### src/rtl/lock_pkg.sv
// Shared state encoding and widths for the lock controller.
// Code 3'b011 is deliberately left unused.
package lock_pkg;

    localparam int unsigned STATE_W = 3;
    localparam int unsigned WRONG_W = 4;

    localparam logic [STATE_W-1:0] ST_OFF    = 3'b000;
    localparam logic [STATE_W-1:0] ST_ON     = 3'b001;
    localparam logic [STATE_W-1:0] ST_WRONG  = 3'b010;
    localparam logic [STATE_W-1:0] ST_ANSWER = 3'b100;
    localparam logic [STATE_W-1:0] ST_RESET  = 3'b101;
    localparam logic [STATE_W-1:0] ST_LOCK   = 3'b111;

    typedef enum logic [STATE_W-1:0] {
        StOff    = ST_OFF,
        StOn     = ST_ON,
        StWrong  = ST_WRONG,
        StAnswer = ST_ANSWER,
        StReset  = ST_RESET,
        StLock   = ST_LOCK
    } lock_state_e;

endpackage

### src/rtl/key_edge_detect.sv
// Rising-edge detector for a key level; one-cycle pulse per press.
// History resets to RST_VAL so a key held through reset can be made silent.
module key_edge_detect #(
    parameter logic RST_VAL = 1'b1
) (
    input  logic clk,
    input  logic rst_n,
    input  logic level,
    output logic rise
);

    logic level_q;

    always_ff @(posedge clk or negedge rst_n) begin
        if (!rst_n) begin
            level_q <= RST_VAL;
        end else begin
            level_q <= level;
        end
    end

    assign rise = level & ~level_q;

endmodule

### src/rtl/lock_state_controller.sv
// Door-lock sequencer: retry limit, self-releasing lockout, auto-relock after a
// correct entry and password-change handshake. All outputs are registered.
module lock_state_controller
    import lock_pkg::*;
#(
    parameter int unsigned MAX_TRIES      = 3,
    parameter int unsigned LOCKOUT_CYCLES = 1000,
    parameter int unsigned OPEN_CYCLES    = 500,
    parameter int unsigned CNT_W          = 16
) (
    input  logic               clk,
    input  logic               rst_n,
    input  logic               is_on,
    input  logic               star_key,
    input  logic               reset_key,
    input  logic               correct,
    input  logic               init_key,
    output logic [STATE_W-1:0] state,
    output logic [WRONG_W-1:0] wrong_cnt,
    output logic [CNT_W-1:0]   lock_remaining,
    output logic               door_open,
    output logic               alarm,
    output logic               pw_commit,
    output logic               pw_reject
);

    localparam logic [WRONG_W:0]   MAX_EXT   = (WRONG_W + 1)'(MAX_TRIES);
    localparam logic [WRONG_W-1:0] MAX_CNT   = WRONG_W'(MAX_TRIES);
    localparam logic [CNT_W-1:0]   LOCK_INIT = CNT_W'(LOCKOUT_CYCLES);
    localparam logic [CNT_W-1:0]   OPEN_INIT = CNT_W'(OPEN_CYCLES);
    localparam logic [CNT_W-1:0]   CNT_ONE   = CNT_W'(1);

    lock_state_e        state_q, state_d;
    logic [WRONG_W-1:0] wrong_q, wrong_d;
    logic [CNT_W-1:0]   lock_q, lock_d;
    logic [CNT_W-1:0]   open_q, open_d;
    logic               door_q, alarm_q, commit_q, reject_q;
    logic               commit_d, reject_d;
    logic               star_ev, reset_ev;
    logic [WRONG_W:0]   wrong_inc;
    logic               powered_state;

    key_edge_detect #(
        .RST_VAL (1'b1)
    ) u_star_edge (
        .clk   (clk),
        .rst_n (rst_n),
        .level (star_key),
        .rise  (star_ev)
    );

    key_edge_detect #(
        .RST_VAL (1'b1)
    ) u_reset_edge (
        .clk   (clk),
        .rst_n (rst_n),
        .level (reset_key),
        .rise  (reset_ev)
    );

    // Extra bit so the compare cannot wrap when MAX_TRIES is 15.
    assign wrong_inc = {1'b0, wrong_q} + 1'b1;

    assign powered_state = (state_q == StOn) || (state_q == StWrong) ||
                           (state_q == StAnswer) || (state_q == StReset);

    always_comb begin
        state_d  = state_q;
        wrong_d  = wrong_q;
        lock_d   = lock_q;
        open_d   = open_q;
        commit_d = 1'b0;
        reject_d = 1'b0;

        if (init_key) begin
            state_d = StOff;
            wrong_d = '0;
            lock_d  = '0;
            open_d  = '0;
        end else if (!is_on && powered_state) begin
            // Strikes survive a power cycle.
            state_d = StOff;
            open_d  = '0;
        end else begin
            unique case (state_q)
                StOff: begin
                    if (is_on) begin
                        state_d = StOn;
                    end
                end
                StOn, StWrong: begin
                    if (star_ev) begin
                        if (correct) begin
                            state_d = StAnswer;
                            wrong_d = '0;
                            open_d  = OPEN_INIT;
                        end else if (wrong_inc >= MAX_EXT) begin
                            state_d = StLock;
                            wrong_d = MAX_CNT;
                            lock_d  = LOCK_INIT;
                        end else begin
                            state_d = StWrong;
                            wrong_d = wrong_inc[WRONG_W-1:0];
                        end
                    end
                end
                StAnswer: begin
                    if (reset_ev) begin
                        state_d = StReset;
                        open_d  = '0;
                    end else if (OPEN_CYCLES != 0) begin
                        if (open_q <= CNT_ONE) begin
                            state_d = StOn;
                            open_d  = '0;
                        end else begin
                            open_d = open_q - CNT_ONE;
                        end
                    end
                end
                StReset: begin
                    if (star_ev) begin
                        if (correct) begin
                            state_d  = StOff;
                            commit_d = 1'b1;
                        end else begin
                            reject_d = 1'b1;
                        end
                    end
                end
                StLock: begin
                    if (lock_q <= CNT_ONE) begin
                        state_d = StOff;
                        wrong_d = '0;
                        lock_d  = '0;
                    end else begin
                        lock_d = lock_q - CNT_ONE;
                    end
                end
                default: begin
                    state_d = StOff;
                    lock_d  = '0;
                    open_d  = '0;
                end
            endcase
        end
    end

    always_ff @(posedge clk or negedge rst_n) begin
        if (!rst_n) begin
            state_q  <= StOff;
            wrong_q  <= '0;
            lock_q   <= '0;
            open_q   <= '0;
            door_q   <= 1'b0;
            alarm_q  <= 1'b0;
            commit_q <= 1'b0;
            reject_q <= 1'b0;
        end else begin
            state_q  <= state_d;
            wrong_q  <= wrong_d;
            lock_q   <= lock_d;
            open_q   <= open_d;
            door_q   <= (state_d == StAnswer);
            alarm_q  <= (state_d == StLock);
            commit_q <= commit_d;
            reject_q <= reject_d;
        end
    end

    assign state          = state_q;
    assign wrong_cnt      = wrong_q;
    assign lock_remaining = lock_q;
    assign door_open      = door_q;
    assign alarm          = alarm_q;
    assign pw_commit      = commit_q;
    assign pw_reject      = reject_q;

endmodule

### config.mk
export PLATFORM = sky130hd
export DESIGN_NAME = lock_state_controller
export DESIGN_NICKNAME = d
export VERILOG_FILES = /design/src/rtl/lock_pkg.sv /design/src/rtl/key_edge_detect.sv /design/src/rtl/lock_state_controller.sv
export SDC_FILE = /design/constraint.sdc
export NUM_CORES = 1
export LEC_CHECK = 0
export CAP_MARGIN = 40
export CELL_PAD_IN_SITES_DETAIL_PLACEMENT = 0
export CELL_PAD_IN_SITES_GLOBAL_PLACEMENT = 1
export CORE_ASPECT_RATIO = 1.1
export CORE_MARGIN = 2
export CORE_UTILIZATION = 38
export CTS_CLUSTER_DIAMETER = 120
export DETAILED_ROUTE_END_ITERATION = 10
export GPL_TIMING_DRIVEN = 0
export PLACE_DENSITY = 0.8
export SLEW_MARGIN = 10
export SYNTH_ARGS = -nofsm -noshare
export SYNTH_HDL_FRONTEND = slang
export SYNTH_SLANG_ARGS = --single-unit
### constraint.sdc
create_clock -name clk -period 2.2 [get_ports clk]
set_input_delay 0.33 -clock clk [delete_from_list [all_inputs] [get_ports clk]]
set_output_delay 0.33 -clock clk [all_outputs]
set_load 0.03 [all_outputs]
==> flow_summary.yaml <==
cells_and_area:
  drive_gt1_share_pct: 22.7
  area_growth_pct: 34.6
  fillers: 644
  nets: 386
  antenna_cells: 0
  final_util_pct: 53.0
  multiInputGateArea_um2: 1750
  regArea_um2: 1140
outcome:
  status: "finished with violations"
  violations: "negative setup slack"
synthesis:
  synth-edff-count: 0
  ys.flop_type: "dfrtp_1"
  netlist_top_cells_area: "dfrtp_1 39%, a21oi_1 4.9%, nand2_1 3.1%"
  synth_area_um2: 2780
  yosysSeqAreaShare_pct: 40.7
  syn_inst: 311
  avgSynthCellArea_um2: 8.92
  ys_seq_elements: 45
  synth_top_cell_area_share_pct: 38.8
  synth_nets: 324
  synth_cell_types: 57
  yosysTopAreaCell: "dfrtp_1"
  yosys_warnings: 0
  postSynth.asyncResetShare_pct: 100
detailed_routing:
  wirelength_um: 7780
  drc: 0
  drt_iter0_markers: 177
  first_pass_iters: 4
  ant_nets: 0
  viasPerCell: 5.90
  wl_per_cell_um: 17.0
  dr_total_vias: 2710
setup_path:
  worst_setup_path_end_kind: "flop"
  worstPathRequired_ns: 2.40
  crit_slowest_cell: "or4_4"
  critPathTopFamily: "simple AND/OR/NAND/NOR gates"
  cpMostUsedCell: "or4_4"
  crit_path_cell_trace: "or4_4 > or4_4 > o311ai_4 > o21ai_1 > a32o_1"
  crit_buf_inv: 0
  path_class: "reg2reg"
  critPathMaxFanout: 5
  critPathLaunchType: "flop"
  cp.arrival_ns: 2.47
  max_stage_delay_ns: 0.58
global_routing:
  gr-total-overflow: 0
  grt_max_degree: 30
  grt_pass1_wl_um: 13000
  antenna_found_initial: 0
  grt_usage_pct: 20.0
  grt_pass1_vias: 2671
die:
  initial_utilization_pct: 39.4
  boundaryPins: 34
  die_y_um: 93.6
  fp.coreArea_um2: 7050
  die_width_um: 85.5
  die-area_um2: 8000
  num_rows: 32
timing:
  setup_viol: 5
  hold_violations: 0
  worst_pin_slew_ns: 0.765
  timing.fmax_ghz: 0.441
  max-slew-margin-rel_pct: 48.5
  min_period_ns: 2.27
  min_period_over_period_pct: 103
  rsz0062_at_grt: "true"
  worst_slack_ns: -0.0691
  clock_skew_ns: 0.00704
  maxSlewViolCount: 0
clocking:
  numCtsBuffers: 5
  clock_latency_ns: 0.31
  cts.path.max_buffers: 2
  clock_sinks: 45
  cts_tree: "built"
  path_clk_slew_ns: 0.09
  htree_num_levels: 2
  cts-root-buf: "clkbuf_8"
placement:
  place.gp.congestion: 0.846
  port_buffers: 30
  dpl.hpwl_um: 5210
run:
  maxCapViolations: 0
power:
  vdd_ir_drop_max_v: 0.000332
  power.total_mw: 2.24
  power_leakage_nw: 1.54
  power_density_nw_per_um2: 598
hold_path:
  hold_class: "reg2reg"
-- cells in the mapped netlist (all sizes together) (8+ instances only) --
cell,number
nor2,19
inv,15
a31oi,13
nand3,8
nand2,23
a21oi,27
nor3,17
clkbuf,8
o21ai,18
a211oi,9
dfrtp,43
-- registers in the layout (all words and copies together) (netlist names) --
name,flops
door_open,1
pw_reject,1
state,3
wrong_cnt,4
u_star_edge.level_q,1
alarm,1
open_q,16
lock_remaining,16
u_reset_edge.level_q,1
pw_commit,1
-- worst reg2reg max path, delay by kind of cell (launching register included) --
family / cells / cell delay [ns]
and+or+nand+nor: 2 / 1.05
AOI/OAI and AO/OA: 3 / 0.71
DFF: 1 / 0.41
-- path summary, 6_finish.rpt --
path / start / to / slack (ns) / cells past startpoint
setup reg to reg: lock_remaining[5] / lock_remaining[13] / -0.07 / 5
hold / removal: open_q[15] / open_q[15] / 0.48 / 1
max in group asynchronous: rst_n / u_star_edge.level_q / 1.13 / 3
hold reg to reg: open_q[15] / open_q[15] / 0.48 / 1
setup / recovery: lock_remaining[5] / lock_remaining[13] / -0.07 / 5
min in group asynchronous: rst_n / wrong_cnt[2] / 0.50 / 2
-- cell usage in the layout (no fill, tap or decap), types with 5 or more instances in the layout --
master and instances:
a211oi_1 7, a21o_1 5, a21oi_1 24, a31oi_1 12
buf_4 20, clkbuf_1 6, clkbuf_8 6, clkdlybuf4s50_1 29
dfrtp_1 37, dfrtp_2 6, ha_1 6, inv_1 15
nand2_1 23, nand2b_1 7, nand3_1 8, nor2_1 18
nor3_1 12, o211ai_1 6, o21ai_0 12, o21ai_1 6
-- cell families (layout without fill, tap and decap cells) --
kind of cell / count (synthesis) / after routing / synth area share (%)
mux: 4 / 4 / 1.53
flops: 45 / 45 / 40.7
simple gates: 119 / 119 / 23.9
buf+inv: 26 / 89 / 3.65
compound gates: 110 / 110 / 27.2
fa+ha+maj: 6 / 6 / 2.71
xor+xnor: 1 / 1 / 0.316
-- cell type report --
class	count	share of cell area [%]
buffer	11	1.54
sequential	45	30.4
clock buffer	6	1.94
clock inverter	2	1.04
multi-input combinational	240	46.9
timing repair buffer	55	13.8
tap	85	2.85
inverter	15	1.51
-- routing by layer --
layer	track usage, %	wire length [um]	up-vias
li1	-	-	1325
met1	26.9	3670	1320
met2	33.2	3760	58
met3	3.35	278	7
met4	5.29	71	0
met5	0	0	-
-- repair_timing --
action                                 4_1_cts  5_1_grt
setup endpoints to repair                   27       34
hold buffers                                 1        0
setup buffers                               15        7
gates resized for setup                     16       29
cloned                                       0        1
pin swaps                                    9        8
endpoints found under the hold margin       16        0
-- metrics by stage --
stage                     instances  hold slack, ns  TNS [ns]  cell area [um2]  setup slack (ns)
after floorplan                 311          0.0344    -0.114             2810           -0.0704
after global placement          426           0.461    -30.29             3220            -0.737
after detailed placement        427           0.303     -5.72             3240            -0.470
after CTS                       451           0.454     -1.10             3570            -0.150
after global routing            459           0.495    -0.707             3730            -0.141
final                           459           0.479    -0.256             3730           -0.0691
-- report_power, final --
part           switching, mW  leakage [nW]  internal, mW  total [mW]
Combinational          0.400         0.874         0.273       0.672
Clock                  0.313        0.0554         0.342       0.655
Sequential            0.0466         0.608         0.862       0.908
No activity file was read; power rests on OpenSTA's default activity.
